===== src/rtl/mult_div_unit.sv =====
// Iterative multiply/divide unit: shift-add multiplier and restoring divider
// sharing one 2*XLEN accumulator, producing a HI/LO result pair.
module mult_div_unit #(
    parameter int XLEN = 32
) (
    input  logic            clk,
    input  logic            rst,
    input  logic            start,
    input  logic            flush,
    input  logic [1:0]      op,
    input  logic [XLEN-1:0] input1,
    input  logic [XLEN-1:0] input2,
    output logic            busy,
    output logic            done,
    output logic [XLEN-1:0] hi,
    output logic [XLEN-1:0] lo,
    output logic            div_by_zero
);

    localparam int CW = (XLEN > 2) ? $clog2(XLEN) : 1;

    localparam logic [1:0] S_IDLE = 2'd0;
    localparam logic [1:0] S_RUN  = 2'd1;
    localparam logic [1:0] S_FIN  = 2'd2;
    localparam logic [1:0] S_DONE = 2'd3;

    localparam logic [CW-1:0]     LAST_CNT = CW'(XLEN - 1);
    localparam logic [XLEN-1:0]   ONE_X    = {{(XLEN-1){1'b0}}, 1'b1};
    localparam logic [2*XLEN-1:0] ONE_2X   = {{(2*XLEN-1){1'b0}}, 1'b1};

    function automatic logic [XLEN-1:0] cond_neg_x(input logic [XLEN-1:0] v, input logic neg);
        logic [XLEN-1:0] r;
        if (neg) begin
            r = ~v + ONE_X;
        end else begin
            r = v;
        end
        return r;
    endfunction

    function automatic logic [2*XLEN-1:0] cond_neg_2x(input logic [2*XLEN-1:0] v, input logic neg);
        logic [2*XLEN-1:0] r;
        if (neg) begin
            r = ~v + ONE_2X;
        end else begin
            r = v;
        end
        return r;
    endfunction

    logic [1:0]        state_r;
    logic [1:0]        state_nxt_s;
    logic [CW-1:0]     count_r;
    logic              op_div_r;
    logic [XLEN-1:0]   b_r;
    logic [2*XLEN-1:0] acc_r;
    logic              neg_q_r;
    logic              neg_rem_r;
    logic              dbz_pend_r;
    logic [XLEN-1:0]   hi_r;
    logic [XLEN-1:0]   lo_r;
    logic              dbz_r;
    logic              busy_r;
    logic              done_r;

    logic              accept_s;
    logic              in_signed_s;
    logic              in_div_s;
    logic [XLEN-1:0]   mag1_s;
    logic [XLEN-1:0]   mag2_s;
    logic [XLEN:0]     mul_sum_s;
    logic [XLEN:0]     div_trial_s;
    logic              div_ge_s;
    logic [2*XLEN-1:0] mul_next_s;
    logic [2*XLEN-1:0] div_next_s;
    logic [2*XLEN-1:0] prod_s;
    logic [XLEN-1:0]   quot_s;
    logic [XLEN-1:0]   rem_s;
    logic [XLEN-1:0]   fin_hi_s;
    logic [XLEN-1:0]   fin_lo_s;

    assign busy        = busy_r;
    assign done        = done_r;
    assign hi          = hi_r;
    assign lo          = lo_r;
    assign div_by_zero = dbz_r;

    // Operand decode and magnitude extraction at the start edge.
    always_comb begin
        accept_s    = ((state_r == S_IDLE) || (state_r == S_DONE)) && start && !flush;
        in_signed_s = ~op[0];
        in_div_s    = op[1];
        mag1_s      = cond_neg_x(input1, in_signed_s & input1[XLEN-1]);
        mag2_s      = cond_neg_x(input2, in_signed_s & input2[XLEN-1]);
    end

    // One shift-add or restoring-divide step; the divide partial remainder
    // is XLEN+1 bits wide so the borrow bit signals a failed trial.
    always_comb begin
        mul_sum_s   = {1'b0, acc_r[2*XLEN-1:XLEN]} + (acc_r[0] ? {1'b0, b_r} : {(XLEN+1){1'b0}});
        mul_next_s  = {mul_sum_s, acc_r[XLEN-1:1]};
        div_trial_s = acc_r[2*XLEN-1:XLEN-1] - {1'b0, b_r};
        div_ge_s    = ~div_trial_s[XLEN];
        if (div_ge_s) begin
            div_next_s = {div_trial_s[XLEN-1:0], acc_r[XLEN-2:0], 1'b1};
        end else begin
            div_next_s = {acc_r[2*XLEN-2:XLEN-1], acc_r[XLEN-2:0], 1'b0};
        end
    end

    // Sign correction of the finished magnitudes; a zero divisor forces an
    // all-ones quotient while the remainder path reproduces the dividend.
    always_comb begin
        prod_s = cond_neg_2x(acc_r, neg_q_r);
        rem_s  = cond_neg_x(acc_r[2*XLEN-1:XLEN], neg_rem_r);
        if (dbz_pend_r) begin
            quot_s = {XLEN{1'b1}};
        end else begin
            quot_s = cond_neg_x(acc_r[XLEN-1:0], neg_q_r);
        end
        if (op_div_r) begin
            fin_hi_s = rem_s;
            fin_lo_s = quot_s;
        end else begin
            fin_hi_s = prod_s[2*XLEN-1:XLEN];
            fin_lo_s = prod_s[XLEN-1:0];
        end
    end

    // Next-state logic.
    always_comb begin
        state_nxt_s = state_r;
        case (state_r)
            S_IDLE: begin
                if (accept_s) begin
                    state_nxt_s = S_RUN;
                end else begin
                    state_nxt_s = S_IDLE;
                end
            end
            S_RUN: begin
                if (flush) begin
                    state_nxt_s = S_IDLE;
                end else if (count_r == LAST_CNT) begin
                    state_nxt_s = S_FIN;
                end else begin
                    state_nxt_s = S_RUN;
                end
            end
            S_FIN: begin
                if (flush) begin
                    state_nxt_s = S_IDLE;
                end else begin
                    state_nxt_s = S_DONE;
                end
            end
            S_DONE: begin
                if (accept_s) begin
                    state_nxt_s = S_RUN;
                end else begin
                    state_nxt_s = S_IDLE;
                end
            end
            default: begin
                state_nxt_s = S_IDLE;
            end
        endcase
    end

    // State register with busy/done registered from the next state.
    always_ff @(posedge clk) begin
        if (rst) begin
            state_r <= S_IDLE;
            busy_r  <= 1'b0;
            done_r  <= 1'b0;
        end else begin
            state_r <= state_nxt_s;
            busy_r  <= (state_nxt_s == S_RUN) || (state_nxt_s == S_FIN);
            done_r  <= (state_nxt_s == S_DONE);
        end
    end

    // Iteration counter.
    always_ff @(posedge clk) begin
        if (rst) begin
            count_r <= {CW{1'b0}};
        end else if (accept_s) begin
            count_r <= {CW{1'b0}};
        end else if ((state_r == S_RUN) && !flush) begin
            count_r <= (count_r == LAST_CNT) ? {CW{1'b0}} : count_r + {{(CW-1){1'b0}}, 1'b1};
        end else begin
            count_r <= count_r;
        end
    end

    // Operand capture and accumulator iteration.
    always_ff @(posedge clk) begin
        if (rst) begin
            op_div_r   <= 1'b0;
            b_r        <= {XLEN{1'b0}};
            acc_r      <= {(2*XLEN){1'b0}};
            neg_q_r    <= 1'b0;
            neg_rem_r  <= 1'b0;
            dbz_pend_r <= 1'b0;
        end else if (accept_s) begin
            op_div_r   <= in_div_s;
            b_r        <= in_div_s ? mag2_s : mag1_s;
            acc_r      <= {{XLEN{1'b0}}, (in_div_s ? mag1_s : mag2_s)};
            neg_q_r    <= in_signed_s & (input1[XLEN-1] ^ input2[XLEN-1]);
            neg_rem_r  <= in_signed_s & input1[XLEN-1];
            dbz_pend_r <= in_div_s & (input2 == {XLEN{1'b0}});
        end else if ((state_r == S_RUN) && !flush) begin
            acc_r <= op_div_r ? div_next_s : mul_next_s;
        end else begin
            acc_r <= acc_r;
        end
    end

    // Result registers only change in FIN, so partial values never escape.
    always_ff @(posedge clk) begin
        if (rst) begin
            hi_r  <= {XLEN{1'b0}};
            lo_r  <= {XLEN{1'b0}};
            dbz_r <= 1'b0;
        end else if (accept_s) begin
            dbz_r <= 1'b0;
        end else if ((state_r == S_FIN) && !flush) begin
            hi_r  <= fin_hi_s;
            lo_r  <= fin_lo_s;
            dbz_r <= dbz_pend_r;
        end else begin
            hi_r  <= hi_r;
            lo_r  <= lo_r;
            dbz_r <= dbz_r;
        end
    end

endmodule

===== config.mk =====
export PLATFORM = sky130hd
export DESIGN_NAME = mult_div_unit
export DESIGN_NICKNAME = d
export VERILOG_FILES = /design/src/rtl/mult_div_unit.sv
export SDC_FILE = /design/constraint.sdc
export NUM_CORES = 1
export LEC_CHECK = 0
export BUFFER_PORTS_ARGS = -buffer_cell sky130_fd_sc_hd__buf_4
export CAP_MARGIN = 0
export CORE_MARGIN = 2
export CORE_UTILIZATION = 34
export CTS_BUF_LIST = sky130_fd_sc_hd__clkbuf_8
export DETAILED_ROUTE_END_ITERATION = 6
export PLACE_DENSITY_LB_ADDON = 0.08
export SLEW_MARGIN = 20
export SYNTH_ARGS = -nofsm -noshare
export SYNTH_HDL_FRONTEND = slang
export SYNTH_SLANG_ARGS = --single-unit

===== constraint.sdc =====
create_clock -name clk -period 4.35 [get_ports clk]
set_input_delay 0.435 -clock clk [delete_from_list [all_inputs] [get_ports clk]]
set_output_delay 0.435 -clock clk [all_outputs]
set_load 0.05 [all_outputs]

==> reports/results.txt <==
largest cells by area after synthesis: dfxtp_1, a21oi_1, nor2_1
Pwr Density: 261 nW/µm²
Yosys top cell area share: 24.6%
number of buffers on the longest clock path: 2
Seq/Total Area, Yosys: 24.6%
Synth area leader: dfxtp_1
dpl ws: 0.633 ns
Clock Sink Count: 174
unrepaired setup endpoints after global routing: false
gpl congestion: 0.963
cell mode on critical path: a21o_1
Cells after Synth: 1939
Period minus WS final: 3.83 ns
layout cell share with drive strength beyond 1: 12.8%
Die Width: 208 µm
CP Class: reg -> reg
via/cell ratio: 5.61
total gr overflow: 0
final setup fails: 0
met2 Use GR: 34.3%
Clk pin slew, worst setup/hold paths: 0.10 ns
final WL: 52800 µm
CP peak stage delay: 0.67 ns
slowest cell on the critical path: a2111oi_0
clk_lat worst skew: 0.53 ns
area delta synth->final: 14.2%
Syn Std Cell Area: 14200 µm²
TritonCTS clock tree: done
vias post-DR: 14353
ANT cells: 0
DRC Markers: 0
largest net degree at the start of global routing: 86
Layout Nets: 2161
root buffer cell: clkbuf_8
Wirelength per Cell: 20.6 µm
Max-Cap Viols: 0
worst path cell trace: clkinv_1 -> nor2_1 -> ha_1 -> a21o_1 -> a21o_1 -> a2111oi_0 -> o41ai_1 -> a221oi_1 -> o21ai_0 -> buf_4 -> a31o_2 -> a21oi_1 -> xor2_1 -> a211oi_1
remaining antenna violation count: 0
row cnt: 74
met1 Track Usage GR: 36.2%
WP data arrival: 4.20 ns
P_leak: 0.00626 µW
slack of the critical path: 0.523 ns
fin. max-slew vios: 0
Syn Area/Cell: 7.30 µm²
Mapped Nets: 2084
commonest cells after routing, fill and taps aside: nor2_1, nand2_1, a21oi_1
measured slew at the worst slew-check pin: 0.968 ns
post-route non-filler standard cell count: 2560
Post-CTS Setup Bufs: 0
dominant synthesized flop cell: dfxtp_1
clk_skew: 0.0214 ns
final hold vios: 0
vias in the first global route: 12987
Crit. End Element: flop
input/output buffers: 136
startpoint types: flop
CTS buffer count: 17
Max Fanout on Critical Path: 5
Fmax: 261 MHz
post-cts sizing count: 0
chip height: 208 µm
core area: 40900 µm²
Post-synth EDFFs: 0
Cells after DPL: 2529
Slew HR: 35.3%
initial antenna violation count: 0
Yosys warnings: 0
HP Class: in -> reg
starting density of the core: 34.6%
Total Routing Usage GR: 23.7%
most common cell after layout, fill and taps aside: nor2_1
CTS H-Tree Depth: 4
Reg2Reg Setup Slack: 0.52 ns
HPWL Detailed: 40900 µm
drt first pass iters: 5
met3 usage: 3.11%
Die ar.: 43300 µm²
Worst Path Required: 4.72 ns
count of different cell masters after synthesis: 77
# hold bufs at CTS: 0
GRT busiest layer: met1
status: complete, no violations
Synth Register Bits: 174
I/O Pins: 137
Async SR Flop Fraction: 0%
period utilization: 88.0%
setup TNS: 0 ns
Filler cells: 4382
first-pass GRT wire length: 79800 µm
First DRT Iteration DRCs: 1286
worst vdd ir: 0.167 mV
-- layer usage --
layer / part of all wire (%) / vias to the layer above / wire length [µm]
met5: 0 / - / 0
met4: 2.0 / 0 / 1050
met3: 5.3 / 41 / 2820
met2: 41 / 399 / 21800
met1: 51 / 6790 / 27100
li1: - / 7123 / -
-- final timing paths --
kind | startpoint | endpoint | cells after the start
setup / recovery | acc_r[0] | acc_r[58] | 14
setup reg to reg | acc_r[0] | acc_r[58] | 14
hold / removal | flush | state_r[1] | 2
hold reg to reg | hi[21] | hi[21] | 2
-- cell type report --
class / count / area, µm² / share of cell area, %
multi-input combinational: 1567 / 9940 / 61.5
timing repair buffer: 187 / 1400 / 8.68
inverter: 69 / 259 / 1.60
clock inverter: 12 / 145 / 0.898
sequential: 174 / 3490 / 21.6
clock buffer: 19 / 262 / 1.62
tap: 532 / 666 / 4.12
-- stage by stage --
step | hold WS [ns] | total power (µW) | util, % | instance area [µm²]
2_1_floorplan | 0.432 | 2570 | - | 14200
3_3_place_gp | 0.441 | 3000 | 38.5 | 15800
3_5_place_dp | 0.446 | 3000 | 38.5 | 15800
4_1_cts | 0.167 | 4240 | 39.5 | 16200
5_1_grt | 0.183 | 4430 | 39.5 | 16200
6_report | 0.211 | 4220 | 39.5 | 16200
-- Yosys cell counts (7+ instances only) --
master / count
a211oi_1: 89
a21o_1: 26
a21oi_1: 202
a311oi_1: 8
a31oi_1: 19
and3_1: 13
buf_1: 7
buf_2: 7
clkbuf_1: 112
dfxtp_1: 174
ha_1: 73
inv_1: 68
mux2_2: 9
mux2i_1: 52
nand2_1: 200
nand2b_1: 21
nand3_1: 25
nand4_1: 16
nor2_1: 245
nor2b_1: 13
nor3_1: 45
nor4_1: 23
o211ai_1: 43
o21a_1: 9
o21ai_0: 109
o21bai_1: 8
o31ai_1: 28
o41ai_1: 9
or3_1: 18
or4_1: 9
xnor2_1: 84
xor2_1: 76
-- state kept, by name (all words and copies together) (netlist names) --
name,cells
done,1
state_r,2
count_r,5
op_div_r,1
busy,1
neg_rem_r,1
div_by_zero,1
lo,32
hi,32
dbz_pend_r,1
acc_r,64
b_r,32
neg_q_r,1
-- where the power goes --
group          internal [µW]  switching (µW)
clock                    509             734
combinational            469             807
sequential              1640            64.6
total                   2620            1610
-- cells by family (layout without fill, tap and decap cells) --
| kind of cell | count (synthesis) | after routing | synth area share, % |
|---|---|---|---|
| simple gates | 657 | 657 | 21.0 |
| compound gates | 614 | 614 | 28.0 |
| buf+inv | 198 | 287 | 5.42 |
| flops | 174 | 174 | 24.6 |
| xor+xnor | 160 | 160 | 9.90 |
| fa+ha+maj | 75 | 75 | 6.73 |
| mux | 61 | 61 | 4.39 |
-- critical path, delay by kind of cell, from the launching register on --
family	cells	cell delay [ns]
simple gates	1	0.22
flops	1	0.42
fa+ha+maj	1	0.28
compound gates	9	2.30
buf+inv	2	0.30
xor+xnor	1	0.16
Note: power is estimated with default switching activity, not from simulation.
